--- src/rtl/robo_pkg.sv ---
// Shared types for the parametrised collector robot: one-hot FSM state,
// synchroniser bit positions and the sensor decision rule.
package robo_pkg;

    typedef enum logic [4:0] {
        INICIAL   = 5'b00001,
        AVANCANDO = 5'b00010,
        GIRANDO   = 5'b00100,
        REMOVENDO = 5'b01000,
        STANDBY   = 5'b10000
    } state_e;

    localparam int SENS_W      = 5;
    localparam int IDX_HEAD    = 0;
    localparam int IDX_LEFT    = 1;
    localparam int IDX_UNDER   = 2;
    localparam int IDX_BARRIER = 3;
    localparam int IDX_RESUME  = 4;

    // First match wins: floor loss, garbage, obstacle, lost wall, else drive on.
    function automatic state_e decide(input logic h, input logic l,
                                      input logic u, input logic b);
        if (!u) return STANDBY;
        if (b)  return REMOVENDO;
        if (h)  return GIRANDO;
        if (!l) return GIRANDO;
        return AVANCANDO;
    endfunction

endpackage

--- src/rtl/robo_coletor_param_if.sv ---
// Sensor and motor bundle between the sensor front-end (master) and the
// robot controller (slave).
interface robo_coletor_param_if #(parameter int CNT_W = 8);

    logic             head;
    logic             left;
    logic             under;
    logic             barrier;
    logic             resume;
    logic             forward;
    logic             turn;
    logic             remove;
    logic             stalled;
    logic [CNT_W-1:0] collected;

    modport master (
        output head, left, under, barrier, resume,
        input  forward, turn, remove, stalled, collected
    );

    modport slave (
        input  head, left, under, barrier, resume,
        output forward, turn, remove, stalled, collected
    );

endinterface

--- src/rtl/robo_sync.sv ---
// Multi-stage flop chain bringing asynchronous pad inputs into the clock
// domain; every bit gets STAGES flops and resets to 0.
module robo_sync #(
    parameter int WIDTH  = 1,
    parameter int STAGES = 2
) (
    input  logic             clock,
    input  logic             reset,
    input  logic [WIDTH-1:0] d,
    output logic [WIDTH-1:0] q
);

    logic [WIDTH-1:0] chain_q [STAGES];
    logic [WIDTH-1:0] chain_d [STAGES];

    always_comb begin
        chain_d[0] = d;
        for (int i = 1; i < STAGES; i++) begin
            chain_d[i] = chain_q[i-1];
        end
    end

    // NOTE: sequential state uses non-blocking assignments so every stage
    // samples its predecessor's old value and the chain really shifts by one.
    always_ff @(posedge clock or negedge reset) begin
        if (!reset) begin
            for (int i = 0; i < STAGES; i++) begin
                chain_q[i] <= '0;
            end
        end else begin
            for (int i = 0; i < STAGES; i++) begin
                chain_q[i] <= chain_d[i];
            end
        end
    end

    assign q = chain_q[STAGES-1];

endmodule

--- src/rtl/robo_coletor_param.sv ---
// Collector robot controller: Moore FSM with timed turn/remove actions,
// stall watchdog, saturating collected counter and resume from standby.
module robo_coletor_param
    import robo_pkg::*;
#(
    parameter int TURN_CYCLES   = 4,
    parameter int REMOVE_CYCLES = 8,
    parameter int STALL_LIMIT   = 16,
    parameter int CNT_W         = 8,
    parameter int SYNC_STAGES   = 2
) (
    input  logic                 clock,
    input  logic                 reset,
    robo_coletor_param_if.slave  bus
);

    localparam int TMR_MAX = (TURN_CYCLES > REMOVE_CYCLES) ? TURN_CYCLES : REMOVE_CYCLES;
    localparam int TMR_W   = (TMR_MAX > 1) ? $clog2(TMR_MAX) : 1;
    localparam int STALL_W = $clog2(STALL_LIMIT + 1);
    localparam int FILL_W  = $clog2(SYNC_STAGES + 1);

    localparam logic [TMR_W-1:0]   TURN_LOAD   = TMR_W'(TURN_CYCLES - 1);
    localparam logic [TMR_W-1:0]   REMOVE_LOAD = TMR_W'(REMOVE_CYCLES - 1);
    localparam logic [STALL_W-1:0] STALL_MAX   = STALL_W'(STALL_LIMIT);
    localparam logic [FILL_W-1:0]  FILL_DONE   = FILL_W'(SYNC_STAGES);
    localparam logic [CNT_W-1:0]   CNT_MAX     = '1;

    logic [SENS_W-1:0] pads;
    logic [SENS_W-1:0] sens;
    logic              h, l, u, b, r;
    logic              resume_evt;

    state_e             state_q, state_d;
    logic [TMR_W-1:0]   timer_q, timer_d;
    logic [STALL_W-1:0] stall_q, stall_d;
    logic               stalled_q, stalled_d;
    logic [CNT_W-1:0]   collected_q, collected_d;
    logic [FILL_W-1:0]  fill_q, fill_d;
    logic               r_prev_q, r_prev_d;

    state_e             choice;
    logic               apply_rule;
    logic [STALL_W-1:0] stall_base;
    logic [STALL_W-1:0] stall_inc;
    logic               stall_trip;

    assign pads = {bus.resume, bus.barrier, bus.under, bus.left, bus.head};

    robo_sync #(
        .WIDTH  (SENS_W),
        .STAGES (SYNC_STAGES)
    ) u_sync (
        .clock (clock),
        .reset (reset),
        .d     (pads),
        .q     (sens)
    );

    assign h          = sens[IDX_HEAD];
    assign l          = sens[IDX_LEFT];
    assign u          = sens[IDX_UNDER];
    assign b          = sens[IDX_BARRIER];
    assign r          = sens[IDX_RESUME];
    assign resume_evt = r & ~r_prev_q;

    // NOTE: every variable written here gets a default first, so no path
    // leaves one unassigned and no latch is inferred.
    always_comb begin
        state_d     = state_q;
        timer_d     = timer_q;
        stall_d     = stall_q;
        stalled_d   = stalled_q;
        collected_d = collected_q;
        r_prev_d    = r;
        fill_d      = (fill_q == FILL_DONE) ? fill_q : fill_q + FILL_W'(1);
        apply_rule  = 1'b0;
        choice      = decide(h, l, u, b);

        // Time spent driving forward wipes the stall history, even on the cycle we leave.
        stall_base = (state_q == AVANCANDO) ? '0 : stall_q;
        stall_inc  = stall_base + STALL_W'(1);
        stall_trip = (stall_inc == STALL_MAX);
        if (state_q == AVANCANDO) stall_d = '0;

        case (state_q)
            // Synchronisers read 0 (floor lost) until filled; wait for real pad values.
            INICIAL:   apply_rule = (fill_q == FILL_DONE);
            AVANCANDO: apply_rule = 1'b1;
            GIRANDO: begin
                if (!u)                 state_d = STANDBY;
                else if (timer_q != '0) timer_d = timer_q - TMR_W'(1);
                else                    apply_rule = 1'b1;
            end
            REMOVENDO: begin
                if (!u) begin
                    state_d = STANDBY;
                end else if (timer_q != '0) begin
                    timer_d = timer_q - TMR_W'(1);
                end else if (!b) begin
                    collected_d = (collected_q == CNT_MAX) ? collected_q
                                                           : collected_q + CNT_W'(1);
                    state_d     = AVANCANDO;
                end else if (stall_trip) begin
                    state_d   = STANDBY;
                    stalled_d = 1'b1;
                end else begin
                    timer_d = REMOVE_LOAD;
                    stall_d = stall_inc;
                end
            end
            STANDBY: begin
                if (resume_evt && u) begin
                    state_d   = INICIAL;
                    stalled_d = 1'b0;
                    stall_d   = '0;
                end
            end
            default: state_d = INICIAL;
        endcase

        if (apply_rule) begin
            case (choice)
                GIRANDO: begin
                    if (stall_trip) begin
                        state_d   = STANDBY;
                        stalled_d = 1'b1;
                    end else begin
                        state_d = GIRANDO;
                        timer_d = TURN_LOAD;
                        stall_d = stall_inc;
                    end
                end
                REMOVENDO: begin
                    state_d = REMOVENDO;
                    timer_d = REMOVE_LOAD;
                end
                default: state_d = choice;
            endcase
        end
    end

    always_ff @(posedge clock or negedge reset) begin
        if (!reset) begin
            state_q     <= INICIAL;
            timer_q     <= '0;
            stall_q     <= '0;
            stalled_q   <= 1'b0;
            collected_q <= '0;
            fill_q      <= '0;
            r_prev_q    <= 1'b0;
        end else begin
            state_q     <= state_d;
            timer_q     <= timer_d;
            stall_q     <= stall_d;
            stalled_q   <= stalled_d;
            collected_q <= collected_d;
            fill_q      <= fill_d;
            r_prev_q    <= r_prev_d;
        end
    end

    assign bus.forward   = (state_q == AVANCANDO);
    assign bus.turn      = (state_q == GIRANDO);
    assign bus.remove    = (state_q == REMOVENDO);
    assign bus.stalled   = stalled_q;
    assign bus.collected = collected_q;

endmodule

--- src/flat_wrapper.sv ---
// flat-port wrapper written by rule: the top's interface ports become plain ports
module robo_coletor_param_flat import robo_pkg::*;
#(
    parameter int TURN_CYCLES   = 4,
    parameter int REMOVE_CYCLES = 8,
    parameter int STALL_LIMIT   = 16,
    parameter int CNT_W         = 8,
    parameter int SYNC_STAGES   = 2
)
  (clock, reset, bus_head, bus_left, bus_under, bus_barrier, bus_resume, bus_forward, bus_turn, bus_remove, bus_stalled, bus_collected);
  robo_coletor_param_if #(.CNT_W(CNT_W)) bus_i ();
  input  logic clock;
  input  logic reset;
  input wire logic [$bits(bus_i.head)-1:0] bus_head;
  input wire logic [$bits(bus_i.left)-1:0] bus_left;
  input wire logic [$bits(bus_i.under)-1:0] bus_under;
  input wire logic [$bits(bus_i.barrier)-1:0] bus_barrier;
  input wire logic [$bits(bus_i.resume)-1:0] bus_resume;
  output wire logic [$bits(bus_i.forward)-1:0] bus_forward;
  output wire logic [$bits(bus_i.turn)-1:0] bus_turn;
  output wire logic [$bits(bus_i.remove)-1:0] bus_remove;
  output wire logic [$bits(bus_i.stalled)-1:0] bus_stalled;
  output wire logic [$bits(bus_i.collected)-1:0] bus_collected;
  assign bus_i.head = bus_head;
  assign bus_i.left = bus_left;
  assign bus_i.under = bus_under;
  assign bus_i.barrier = bus_barrier;
  assign bus_i.resume = bus_resume;
  assign bus_forward = bus_i.forward;
  assign bus_turn = bus_i.turn;
  assign bus_remove = bus_i.remove;
  assign bus_stalled = bus_i.stalled;
  assign bus_collected = bus_i.collected;
  robo_coletor_param #(.TURN_CYCLES(TURN_CYCLES), .REMOVE_CYCLES(REMOVE_CYCLES), .STALL_LIMIT(STALL_LIMIT), .CNT_W(CNT_W), .SYNC_STAGES(SYNC_STAGES)) u_core (.clock(clock), .reset(reset), .bus(bus_i));
endmodule
--- config.mk ---
export PLATFORM = sky130hd
export DESIGN_NAME = robo_coletor_param_flat
export DESIGN_NICKNAME = d
export VERILOG_FILES = /design/src/rtl/robo_pkg.sv /design/src/rtl/robo_coletor_param_if.sv /design/src/rtl/robo_sync.sv /design/src/rtl/robo_coletor_param.sv /design/src/flat_wrapper.sv
export SDC_FILE = /design/constraint.sdc
export NUM_CORES = 1
export LEC_CHECK = 0
export ABC_AREA = 1
export CORE_UTILIZATION = 50
export DETAILED_ROUTE_END_ITERATION = 6
export GPL_ROUTABILITY_DRIVEN = 0
export PLACE_DENSITY = 0.82
export SLEW_MARGIN = 20
export SYNTH_ARGS = -nofsm -noshare
export SYNTH_HDL_FRONTEND = slang
export SYNTH_SLANG_ARGS = --single-unit
--- constraint.sdc ---
create_clock -name clock -period 2.5 [get_ports clock]
set_clock_uncertainty 0.2 [all_clocks]
set_input_delay 0.5 -clock clock [delete_from_list [all_inputs] [get_ports clock]]
set_output_delay 0.5 -clock clock [all_outputs]
set_load 0.05 [all_outputs]
After elaboration in Yosys (flattened, before gate mapping)
Index checks and enable logic that the tools add are counted.
Storage, ports and cells
  register bits: 35
  output and inout bits: 12
Cells by class
  add/sub/neg operators: 4
  reduce and logical (&&, ||, !) cells: 5
  mux-type cells: 58
  bitwise logic cells: 5
  equality and inequality tests: 15
Operator list (number)
  $mux W5: 24
  $mux W3: 8
  $pmux W5 S2: 2
  $pmux W5 S4: 1
  $mux W1: 19
  $pmux W3 S2: 2
  $eq A5 B3 Y1 const B: 2
  $eq A5 B4 Y1 const B: 2
  $eq A5 B5 Y1 const B: 2
  $reduce_and A5 Y1: 2
  $add A8 B1 Y8 const B: 1
  $eq A8 B8 Y1 const B: 1
  $add A5 B1 Y5 const B: 1
  $eq A5 B1 Y1 const B: 1
  $eq A5 B2 Y1 const B: 1
  $ne A5 B3 Y1 const B: 1
  $ne A4 B3 Y1 const B: 1
  $not A1 Y1: 4
  $ne A3 B1 Y1 const B: 1
  $ne A3 B2 Y1 const B: 1
  $pmux W1 S3: 1
  $reduce_bool A3 Y1: 1
  $sub A3 B1 Y3 const B: 1
  $add A2 B1 Y2 const B: 1
  other kinds (6): 6

Depth between registers and ports, before layout
Gate-level depths: netlist of run 1.
  depth after elaboration: 14
  mapped depth: 18

Cells and area by module
Synthesis of run 1 repeated with hierarchy kept, for this count alone.
Second synthesis, totals
  cells, all modules: 234
  area, all modules: 1971.9 um^2
Modules (own cells, without submodules)
  robo_coletor_param: cells each 224, area each 1721.7 um^2, instances 1
  robo_sync: cells each 10, area each 250.2 um^2, instances 1

Worst setup path after synthesis of run 1
OpenSTA, ideal clock, no wires.
  path type: register to register
  from: register u_core.state_q[0]
  to: register u_core.stall_q[1]
  period minus slack after synthesis: 2640 ps
  cell stages (with the launch flop): 17
  arrival time: 2324 ps
  library setup time: 117 ps
  buffers on the path: 0
  path slack: -140 ps
  path through: dfstp_2 > nor2_1 > nand3_4 > inv_1 > nor2_1 > ha_1 > nand2_1 > inv_1 > nand4_1 > nand2_2 > nand2_1 > nor2_2 > nor2_4 > inv_4 > nand2_1 > nor2_1 > nor2_1
On the way
  word-level cells in the longest chain between the ends: 12
  elaborated cells on any way between the ends: 18
  classes of those cells: add/sub: 1; eq/ne: 6; mux: 11
RTL lines
  start, declared: line robo_coletor_param.sv:33  | state_e state_q, state_d;
  start signal, assigned: line robo_coletor_param.sv:152  | state_q <= state_d;
  $eq A5 B2 Y1 (*)
  named net bus_forward: line flat_wrapper.sv:19  | output wire logic [$bits(bus_i.forward)-1:0] bus_forward;
  $mux W5: line robo_coletor_param.sv:80, robo_coletor_param.sv:83
  $add A5 B1 Y5: line robo_coletor_param.sv:81  | stall_inc = stall_base + STALL_W'(1);
  $eq A5 B5 Y1: line robo_coletor_param.sv:82  | stall_trip = (stall_inc == STALL_MAX);
  $mux W5: line robo_coletor_param.sv:103  | end else if (stall_trip) begin
  $mux W5: line robo_coletor_param.sv:99  | end else if (!b) begin
  $mux W5: line robo_coletor_param.sv:97  | end else if (timer_q != '0) begin
  $mux W5: line robo_coletor_param.sv:95  | if (!u) begin
  $pmux W5 S2: line robo_coletor_param.sv:85  | case (state_q)
  $mux W5: line robo_coletor_param.sv:124  | if (stall_trip) begin
  $mux W5: line robo_coletor_param.sv:122  | case (choice)
  $mux W5 (*): line robo_coletor_param.sv:121  | if (apply_rule) begin
  named net u_core.stall_d[1]: line robo_coletor_param.sv:35  | logic [STALL_W-1:0] stall_q, stall_d;
  end signal, assigned: line robo_coletor_param.sv:154  | stall_q <= stall_d;
  end, declared: line robo_coletor_param.sv:35
The timed path passes the listed nets; every way through them passes the cells marked *.
A chain may end at the register's enable or synchronous reset.

Worst setup path after layout of run 1
  from: register u_core.state_q[0]
  to: register u_core.stall_q[4]
On the way
  word-level cells in the longest chain between the ends: 12
  elaborated cells on any way between the ends: 18
  classes of those cells: add/sub: 1; eq/ne: 6; mux: 11
RTL lines (line)
  $eq A5 B2 Y1: robo_coletor_param.sv:80, robo_coletor_param.sv:83, robo_coletor_param.sv:85
  $mux W5: robo_coletor_param.sv:80, robo_coletor_param.sv:83
  $add A5 B1 Y5: robo_coletor_param.sv:81
  $eq A5 B5 Y1: robo_coletor_param.sv:82
  $mux W5: robo_coletor_param.sv:103
  $mux W5: robo_coletor_param.sv:99
  $mux W5: robo_coletor_param.sv:97
  $mux W5: robo_coletor_param.sv:95
  $pmux W5 S2: robo_coletor_param.sv:85
  $mux W5: robo_coletor_param.sv:124
  $mux W5: robo_coletor_param.sv:122
  $mux W5 (*): robo_coletor_param.sv:121
  named net u_core.stall_d[4]: robo_coletor_param.sv:35
Marks and branches as above.

==> results of run 1 <==
## cell usage after synthesis (2+ instances only)
cell type,number,share of area
sky130_fd_sc_hd__a21oi_1,4,0.010
sky130_fd_sc_hd__dfrtp_1,34,0.43
sky130_fd_sc_hd__ha_1,6,0.038
sky130_fd_sc_hd__inv_1,36,0.069
sky130_fd_sc_hd__inv_2,5,0.0096
sky130_fd_sc_hd__nand2_1,44,0.084
sky130_fd_sc_hd__nand2_2,6,0.019
sky130_fd_sc_hd__nand3_1,11,0.028
sky130_fd_sc_hd__nand3_4,2,0.018
sky130_fd_sc_hd__nand4_1,6,0.019
sky130_fd_sc_hd__nor2_1,23,0.044
sky130_fd_sc_hd__nor2_2,6,0.019
sky130_fd_sc_hd__nor2_4,5,0.029
sky130_fd_sc_hd__nor3_1,5,0.013
sky130_fd_sc_hd__nor3b_1,2,0.0076
sky130_fd_sc_hd__o211ai_1,5,0.019
sky130_fd_sc_hd__o21ai_0,8,0.020
sky130_fd_sc_hd__o21ai_1,2,0.0051
sky130_fd_sc_hd__xor2_1,8,0.036
## placed cells by master (no fill, tap or decap), types with 2 or more instances in the layout
master,n
sky130_fd_sc_hd__buf_4,13
sky130_fd_sc_hd__nor2_1,19
sky130_fd_sc_hd__nand3_1,11
sky130_fd_sc_hd__inv_2,5
sky130_fd_sc_hd__nor2_2,6
sky130_fd_sc_hd__buf_12,3
sky130_fd_sc_hd__nor3b_1,2
sky130_fd_sc_hd__clkdlybuf4s50_1,15
sky130_fd_sc_hd__xor2_1,8
sky130_fd_sc_hd__o21ai_0,8
sky130_fd_sc_hd__o211ai_1,5
sky130_fd_sc_hd__nand2_1,42
sky130_fd_sc_hd__clkbuf_8,5
sky130_fd_sc_hd__nand4_1,6
sky130_fd_sc_hd__nand3_4,2
sky130_fd_sc_hd__nor2_4,9
sky130_fd_sc_hd__nor3_1,4
sky130_fd_sc_hd__o21ai_1,2
sky130_fd_sc_hd__inv_1,35
sky130_fd_sc_hd__ha_1,4
sky130_fd_sc_hd__nand2_4,2
sky130_fd_sc_hd__dfrtp_1,34
sky130_fd_sc_hd__nand2_2,7
sky130_fd_sc_hd__a21oi_1,3
## power by group
group | leakage, nW | internal [mW] | switching, mW
Clock | 0.0587 | 0.302 | 0.219
Sequential | 0.439 | 0.656 | 0.0748
Combinational | 0.735 | 0.333 | 0.550
Total | 1.23 | 1.29 | 0.843
## state kept, by name, summed over array words and instances, names as in the netlist
signal / count
u_core.timer_q: 3
u_core.stall_q: 5
u_core.u_sync.chain_d: 5
u_core.bus.stalled: 1
u_core.fill_q: 2
u_core.r_prev_q: 1
u_core.bus.collected: 8
u_core.state_q: 5
u_core.u_sync.q: 5
## final timing paths
| check | start | endpoint | slack, ps | depth (start not counted) |
|---|---|---|---|---|
| min in group asynchronous | reset | u_core.bus.collected[1]$_DFFE_PN0P_ | 420 | 2 |
| max reg2reg | u_core.state_q[0]$_DFFE_PN1P_ | u_core.stall_q[4]$_DFF_PN0_ | -40 | 14 |
| min reg2reg | u_core.u_sync.chain_d[0]$_DFF_PN0_ | u_core.u_sync.q[0]$_DFF_PN0_ | 160 | 0 |
| max in group asynchronous | reset | u_core.state_q[0]$_DFFE_PN1P_ | 1340 | 2 |
| max | u_core.state_q[0]$_DFFE_PN1P_ | u_core.stall_q[4]$_DFF_PN0_ | -40 | 14 |
| min | u_core.u_sync.chain_d[0]$_DFF_PN0_ | u_core.u_sync.q[0]$_DFF_PN0_ | 160 | 0 |
## layout make-up
type	count	area, µm²	area share
Multi-Input combinational cell	153	979.7	0.3911
Clock inverter	3	47.55	0.01898
Inverter	42	163.9	0.06543
Clock buffer	5	68.82	0.02747
Sequential cell	35	877.1	0.3502
Timing Repair Buffer	31	307.8	0.1229
Tap cell	48	60.06	0.02398
## timing repair
action                                  CTS  global route
gates resized for setup                   0             7
cloned                                    0             0
hold buffers                              0             0
buffers inserted                          1             6
endpoints found under the setup margin    1            12
pin swaps                                 1            10
## per-stage QoR
stage	std cells	hold WS (ps)	total power, mW	cell area, µm²	TNS, ps
floorplan	231	4.409	1.325	2003	-479.0
detailed placement	302	139.5	1.512	2307	0
CTS	311	157.7	2.061	2431	0
global placement	302	132.9	1.497	2307	0
finish	317	155.7	2.134	2505	-125.1
global route	317	167.8	2.285	2505	-1654
## per-layer routing
metal	up-vias	global-route usage	wire length, µm
li1	811	-	-
met4	0	0.1222	80
met5	-	0	0
met1	726	0.2739	1775
met3	10	0.03873	215
met2	46	0.3684	2081
## worst register-to-register path: stages, from the launching register on
cell	delay [ps]
sky130_fd_sc_hd__dfstp_2	560
sky130_fd_sc_hd__nor2_4	40
sky130_fd_sc_hd__nand3_4	60
sky130_fd_sc_hd__clkinvlp_4	160
sky130_fd_sc_hd__nor2_4	160
sky130_fd_sc_hd__ha_4	170
sky130_fd_sc_hd__nand2_4	50
sky130_fd_sc_hd__o211ai_1	230
sky130_fd_sc_hd__nand2_2	140
sky130_fd_sc_hd__nand2_1	160
sky130_fd_sc_hd__nor2_4	60
sky130_fd_sc_hd__nor2_4	170
sky130_fd_sc_hd__inv_4	80
sky130_fd_sc_hd__o211ai_1	110
sky130_fd_sc_hd__nand2_1	70
## cells by family after synthesis
family                   after synthesis
AND/OR/NAND/NOR                      115
buffers and inverters                 43
flip-flops                            35
AO/OA/AOI/OAI                         22
XOR/XNOR                               9
adder cells (fa/ha/maj)                6
multiplexers                           1
==> impl_metrics.ini, run 1 <==
[floorplanning]
core-area_mm2 = 0.003716
floorplan.initialDensity = 0.5286
die_outline_area_mm2 = 0.004184
io-pin-count = 19
num_rows = 22
die_h_um = 64.68
die_width_um = 64.68

[routing]
drt_first_pass_iters = 7
avgRoutedWirePerCell_um = 13.10
finalWirelength_um = 4153
drt-vias-per-instance = 5.025
routed-via-count = 1593
remaining_design_rule_violation_count = 0
first_iter_violations = 103
number_of_nets_with_antenna_violations_after_detailed_routing = 0

[timing]
finalMaxSlewViolations = 0
timing.max_slew.rel_slack = 0.6628
final-setup-viol-count = 6
max_clock_freq_mhz = 394.4
fin_crit_sh = 1.014
timing.final.ws_setup_ps = -35.77
final_period_minus_worst_setup_slack_ps = 2536
hold_viol_final = 0
grt_setup_unrepaired = yes
worstMarginPinSlew_ps = 502.0

[clocking]
tritoncts = built
cts_max_path_buffers = 2
clkLatencyLatePin_ps = 290
h-tree-depth = 2
number_of_buffers_created_by_cts = 5
cts.root.buffer_cell = sky130_fd_sc_hd__clkbuf_8
clock_sinks = 35
worst_setup_hold_path_clk_slew_ps = 80

[worst_setup_path]
critical_path.most_common_cell = sky130_fd_sc_hd__nor2_4
cp_num_buf_inv = 2
worst_setup_path_start_kind = register
cpPeakStageDelay_ps = 560
critPathCaptureType = register
timing_worst_setup_path_type = reg -> reg
cpMaxStageDelayCell = sky130_fd_sc_hd__dfstp_2
arrival_ps = 2520
critical_path.top_delay_family = simple AND/OR/NAND/NOR gates
crit_required_ps = 2480
max_fanout_on_critical_path = 7
crit_chain = nor2_4 -> nand3_4 -> clkinvlp_4 -> nor2_4 -> ha_4 -> nand2_4 -> o211ai_1 -> nand2_2 -> nand2_1 -> nor2_4 -> nor2_4 -> inv_4 -> o211ai_1 -> nand2_1

[outcome]
failed_checks = setup timing
run_status = finished with violations

[power_and_ir_drop]
ir_drop_v = 0.0005690
leakage_nw = 1.232
powerDensity_mw_per_mm2 = 852.1

[hold_path]
worstHoldPathType = reg -> reg

[synthesis]
synth_edf_count = 0
synth-seq-area-share = 0.4465
syn_area_per_cell_um2 = 8.504
yosys.area_share.simple = 0.3166
dominant_combinational_cell_family_by_area_after_synthesis = simple AND/OR/NAND/NOR gates
synth_async_sr_flop_share = 1.000
muxShareOfSynthArea = 0.005732
yosysWarningCount = 0
synth_top_flop_cell = sky130_fd_sc_hd__dfrtp_1
net_count_after_synthesis = 244
synth_adder_area_share = 0.03822
synth_area_mm2 = 0.001964
synth_cells = 231
synth_compound_gate_area_share = 0.06561
synth-xor-area-share = 0.04013
postSynthRegisterBits = 35
ys_types = 32

[final_layout]
antennaDiodeCount = 0
finish.utilization = 0.6741
drive_above_1_share = 0.2454
area.growth.synth_to_final_pct = 27.52
final.fill_count = 281
finalNetCount = 281

[placement]
detailedPlacementHpwl_um = 2993
io_buffer_count = 18
dp_slack_ps = 9.664

[grt]
antenna_violations_before_repair = 0
grtUsageTotal = 0.2221
grt-ovfl-total = 0
grt_first_pass_wirelength_um = 6934
number_of_global_route_vias_before_repair = 1621
grt_max_degree = 36

[run]
maxCapViolations = 0
No activity file was read; power rests on OpenSTA's default activity.
==> run 2, diff against run 1 <==
--- a/config.mk
+++ b/config.mk
@@ -5,12 +5,13 @@
 export SDC_FILE = /design/constraint.sdc
 export NUM_CORES = 1
 export LEC_CHECK = 0
-export ABC_AREA = 1
 export CORE_UTILIZATION = 50
 export DETAILED_ROUTE_END_ITERATION = 6
 export GPL_ROUTABILITY_DRIVEN = 0
 export PLACE_DENSITY = 0.82
+export SETUP_SLACK_MARGIN = 0.15
 export SLEW_MARGIN = 20
 export SYNTH_ARGS = -nofsm -noshare
 export SYNTH_HDL_FRONTEND = slang
+export SYNTH_HIERARCHICAL = 1
 export SYNTH_SLANG_ARGS = --single-unit
==> impl_metrics.ini, run 2 <==
[floorplanning]
die_h_um = 63.39
die_outline_area_mm2 = 0.004018
die_width_um = 63.39
num_rows = 21
floorplan.initialDensity = 0.5433
io-pin-count = 19
core-area_mm2 = 0.003468

[clocking]
tritoncts = built
clock_sinks = 35
h-tree-depth = 2
cts.root.buffer_cell = sky130_fd_sc_hd__clkbuf_8
cts_hold_buffers = 0
cts_max_path_buffers = 2
worst_setup_hold_path_clk_slew_ps = 80
clkLatencyLatePin_ps = 300
number_of_buffers_created_by_cts = 5

[final_layout]
area.growth.synth_to_final_pct = 44.09
fin_area_mm2 = 0.002715
antennaDiodeCount = 0
layout.cells.most_common_list = sky130_fd_sc_hd__dfrtp_1, sky130_fd_sc_hd__buf_4, sky130_fd_sc_hd__nand2_1
layout.cells.most_common = sky130_fd_sc_hd__dfrtp_1
drive_above_1_share = 0.3896
flip_flop_count_of_the_largest_register_after_layout = 8
finalNetCount = 261

[routing]
drt-vias-per-instance = 6.142
routed-via-count = 1812
number_of_nets_with_antenna_violations_after_detailed_routing = 0
avgRoutedWirePerCell_um = 19.43
drt_first_pass_iters = 5
finalWirelength_um = 5732
remaining_design_rule_violation_count = 0
first_iter_violations = 225

[placement]
dp_slack_ps = -138.8
io_buffer_count = 18
detailedPlacementHpwl_um = 3070
postPlaceCellArea_mm2 = 0.002305

[worst_setup_path]
timing.reg2reg.setup_slack_ps = -100
crit_required_ps = 2490
worst_setup_path_start_kind = register
max_fanout_on_critical_path = 4
arrival_ps = 2590
critPathCaptureType = register
timing_worst_setup_path_type = reg -> reg

[power_and_ir_drop]
ir_drop_v = 0.0005013
share_comb_of_total_power = 0.482
powerDensity_mw_per_mm2 = 823.7
power.net_switching_mw = 0.8861
share_seq_of_total_power = 0.334
leakage_nw = 1.235
cellInternalPower_mw = 1.350
swShare = 0.3962
power.share.clock = 0.184

[grt]
grt_use_met2 = 0.4069
antenna_violations_before_repair = 0
number_of_global_route_vias_before_repair = 1700
grt.met3_usage = 0.05072
grt_max_degree = 36
grt.busiest_layer = met2
grt_first_pass_wirelength_um = 8183
grtUsageTotal = 0.2708
grt_use_met1 = 0.3617
grt-ovfl-total = 0

[timing]
timing.final.ws_setup_ps = -101.2
finalMaxSlewViolations = 0
fin_crit_sh = 1.040
final-setup-viol-count = 7
grt_setup_unrepaired = yes
tns_ps = -399.5
timing.max_slew.rel_slack = 0.6677
final_period_minus_worst_setup_slack_ps = 2601
hold_viol_final = 0
worstMarginPinSlew_ps = 496.9
max_clock_freq_mhz = 384.4

[synthesis]
synthDominantCellAreaShare = 0.4515
ys_types = 52
synth-seq-area-share = 0.4655
yosysTopAreaCell = sky130_fd_sc_hd__dfrtp_1
synth_most_common_cell = sky130_fd_sc_hd__dfrtp_1
synth_async_sr_flop_share = 1.000
postSynthRegisterBits = 35
yosysWarningCount = 6
net_count_after_synthesis = 205
synth_top_flop_cell = sky130_fd_sc_hd__dfrtp_1
yosys-top-cells-area = sky130_fd_sc_hd__dfrtp_1, sky130_fd_sc_hd__nand2_1, sky130_fd_sc_hd__ha_1, sky130_fd_sc_hd__nand3_1, sky130_fd_sc_hd__nor2_1
synth_cells = 192
synth_edf_count = 0
leading_cell_types_by_count_after_synthesis = sky130_fd_sc_hd__dfrtp_1, sky130_fd_sc_hd__nand2_1, sky130_fd_sc_hd__nor2_1
syn_area_per_cell_um2 = 9.814
synth_area_mm2 = 0.001884

[hold_path]
worstHoldPathType = reg -> reg

[outcome]
run_status = finished with violations
failed_checks = setup timing

[run]
maxCapViolations = 0
run 2: changes by cell type after synthesis, moves of 5 or more:
cell	change
sky130_fd_sc_hd__nor2_1	-9
sky130_fd_sc_hd__xnor2_1	+5
sky130_fd_sc_hd__nor2_4	-5
sky130_fd_sc_hd__nand2_1	-21
sky130_fd_sc_hd__inv_1	-28
sky130_fd_sc_hd__nor2_2	-6
sky130_fd_sc_hd__inv_2	-5
sky130_fd_sc_hd__nand2_2	-6
run 2: metal layers:
metal / vias up / part of all wire
met5: - / 0
met4: 0 / 0.035
met3: 24 / 0.081
met2: 119 / 0.50
met1: 871 / 0.39
li1: 798 / -
run 2: cell type report:
cell class / count / area, µm²
repair buffers: 55 / 521.8
clock buffers: 5 / 68.82
inverters: 8 / 33.78
well taps: 46 / 57.56
multi-input cells: 143 / 1134
clock inverters: 3 / 20.02
fillers: 205 / 753.2
flip-flops and latches: 35 / 879.6
run 2: path summary, 6_finish.rpt:
path	start	end	cells after the start
max	u_core/state_q[0]$_DFFE_PN1P_	u_core/state_q[4]$_DFFE_PN0P_	10
max reg2reg	u_core/state_q[0]$_DFFE_PN1P_	u_core/state_q[4]$_DFFE_PN0P_	10
min in group asynchronous	reset	u_core/bus.collected[1]$_DFFE_PN0P_	2
max in group asynchronous	reset	u_core/state_q[0]$_DFFE_PN1P_	2
min	u_core/u_sync/chain_d[3]$_DFF_PN0_	u_core/u_sync/q[3]$_DFF_PN0_	0
min reg2reg	u_core/u_sync/chain_d[3]$_DFF_PN0_	u_core/u_sync/q[3]$_DFF_PN0_	0
run 2: power groups by stage:
stage	clock, mW	sequential, mW	combinational [mW]
after floorplan	0	0.739	0.562
after global placement	0	0.730	0.790
after detailed placement	0	0.735	0.810
after CTS	0.416	0.733	0.927
after global routing	0.437	0.757	1.15
final	0.412	0.748	1.08
run 2: repair_timing:
| item | CTS | global route |
|---|---|---|
| pin swaps | 16 | 13 |
| setup buffers | 9 | 9 |
| gates resized for setup | 19 | 22 |
| endpoints found under the setup margin | 14 | 18 |
| hold endpoints to repair | 0 | 0 |
run 2: cell families (layout without fill, tap and decap cells):
family                   count (synthesis)  after routing  synth area share
AND/OR/NAND/NOR                         87             87            0.2556
AO/OA/AOI/OAI                           37             37            0.1368
flip-flops                              35             35            0.4655
buffers and inverters                   14             71           0.03585
XOR/XNOR                                11             11           0.05511
adder cells (fa/ha/maj)                  6              6           0.03984
multiplexers                             2              2           0.01129
run 2: through the flow:
stage	utilization	total power [mW]	std cells	hold WS [ps]
floorplan	-	1.301	192	4.409
global placement	0.6645	1.520	269	133.0
CTS	0.7345	2.076	286	151.8
finish	0.7828	2.236	295	150.4
global route	0.7828	2.344	295	159.7
detailed placement	0.6645	1.545	269	135.5
run 2: critical path, cell delays in order (launching register included):
cell,delay [ps]
sky130_fd_sc_hd__dfstp_2,530
sky130_fd_sc_hd__and2b_1,190
sky130_fd_sc_hd__nand2_2,80
sky130_fd_sc_hd__and2_4,170
sky130_fd_sc_hd__ha_4,160
sky130_fd_sc_hd__nand3_4,120
sky130_fd_sc_hd__xnor2_4,220
sky130_fd_sc_hd__and3_4,250
sky130_fd_sc_hd__and2_4,190
sky130_fd_sc_hd__a21oi_2,60
sky130_fd_sc_hd__o41ai_2,330
==> run 3, diff against run 2 <==
--- a/config.mk
+++ b/config.mk
@@ -7,7 +7,7 @@
 export LEC_CHECK = 0
 export CORE_UTILIZATION = 50
 export DETAILED_ROUTE_END_ITERATION = 6
-export GPL_ROUTABILITY_DRIVEN = 0
+export GPL_ROUTABILITY_DRIVEN = 1
 export PLACE_DENSITY = 0.82
 export SETUP_SLACK_MARGIN = 0.15
 export SLEW_MARGIN = 20
==> results of run 3 <==
Final layout, timing and power as in run 2 (identical DEF).
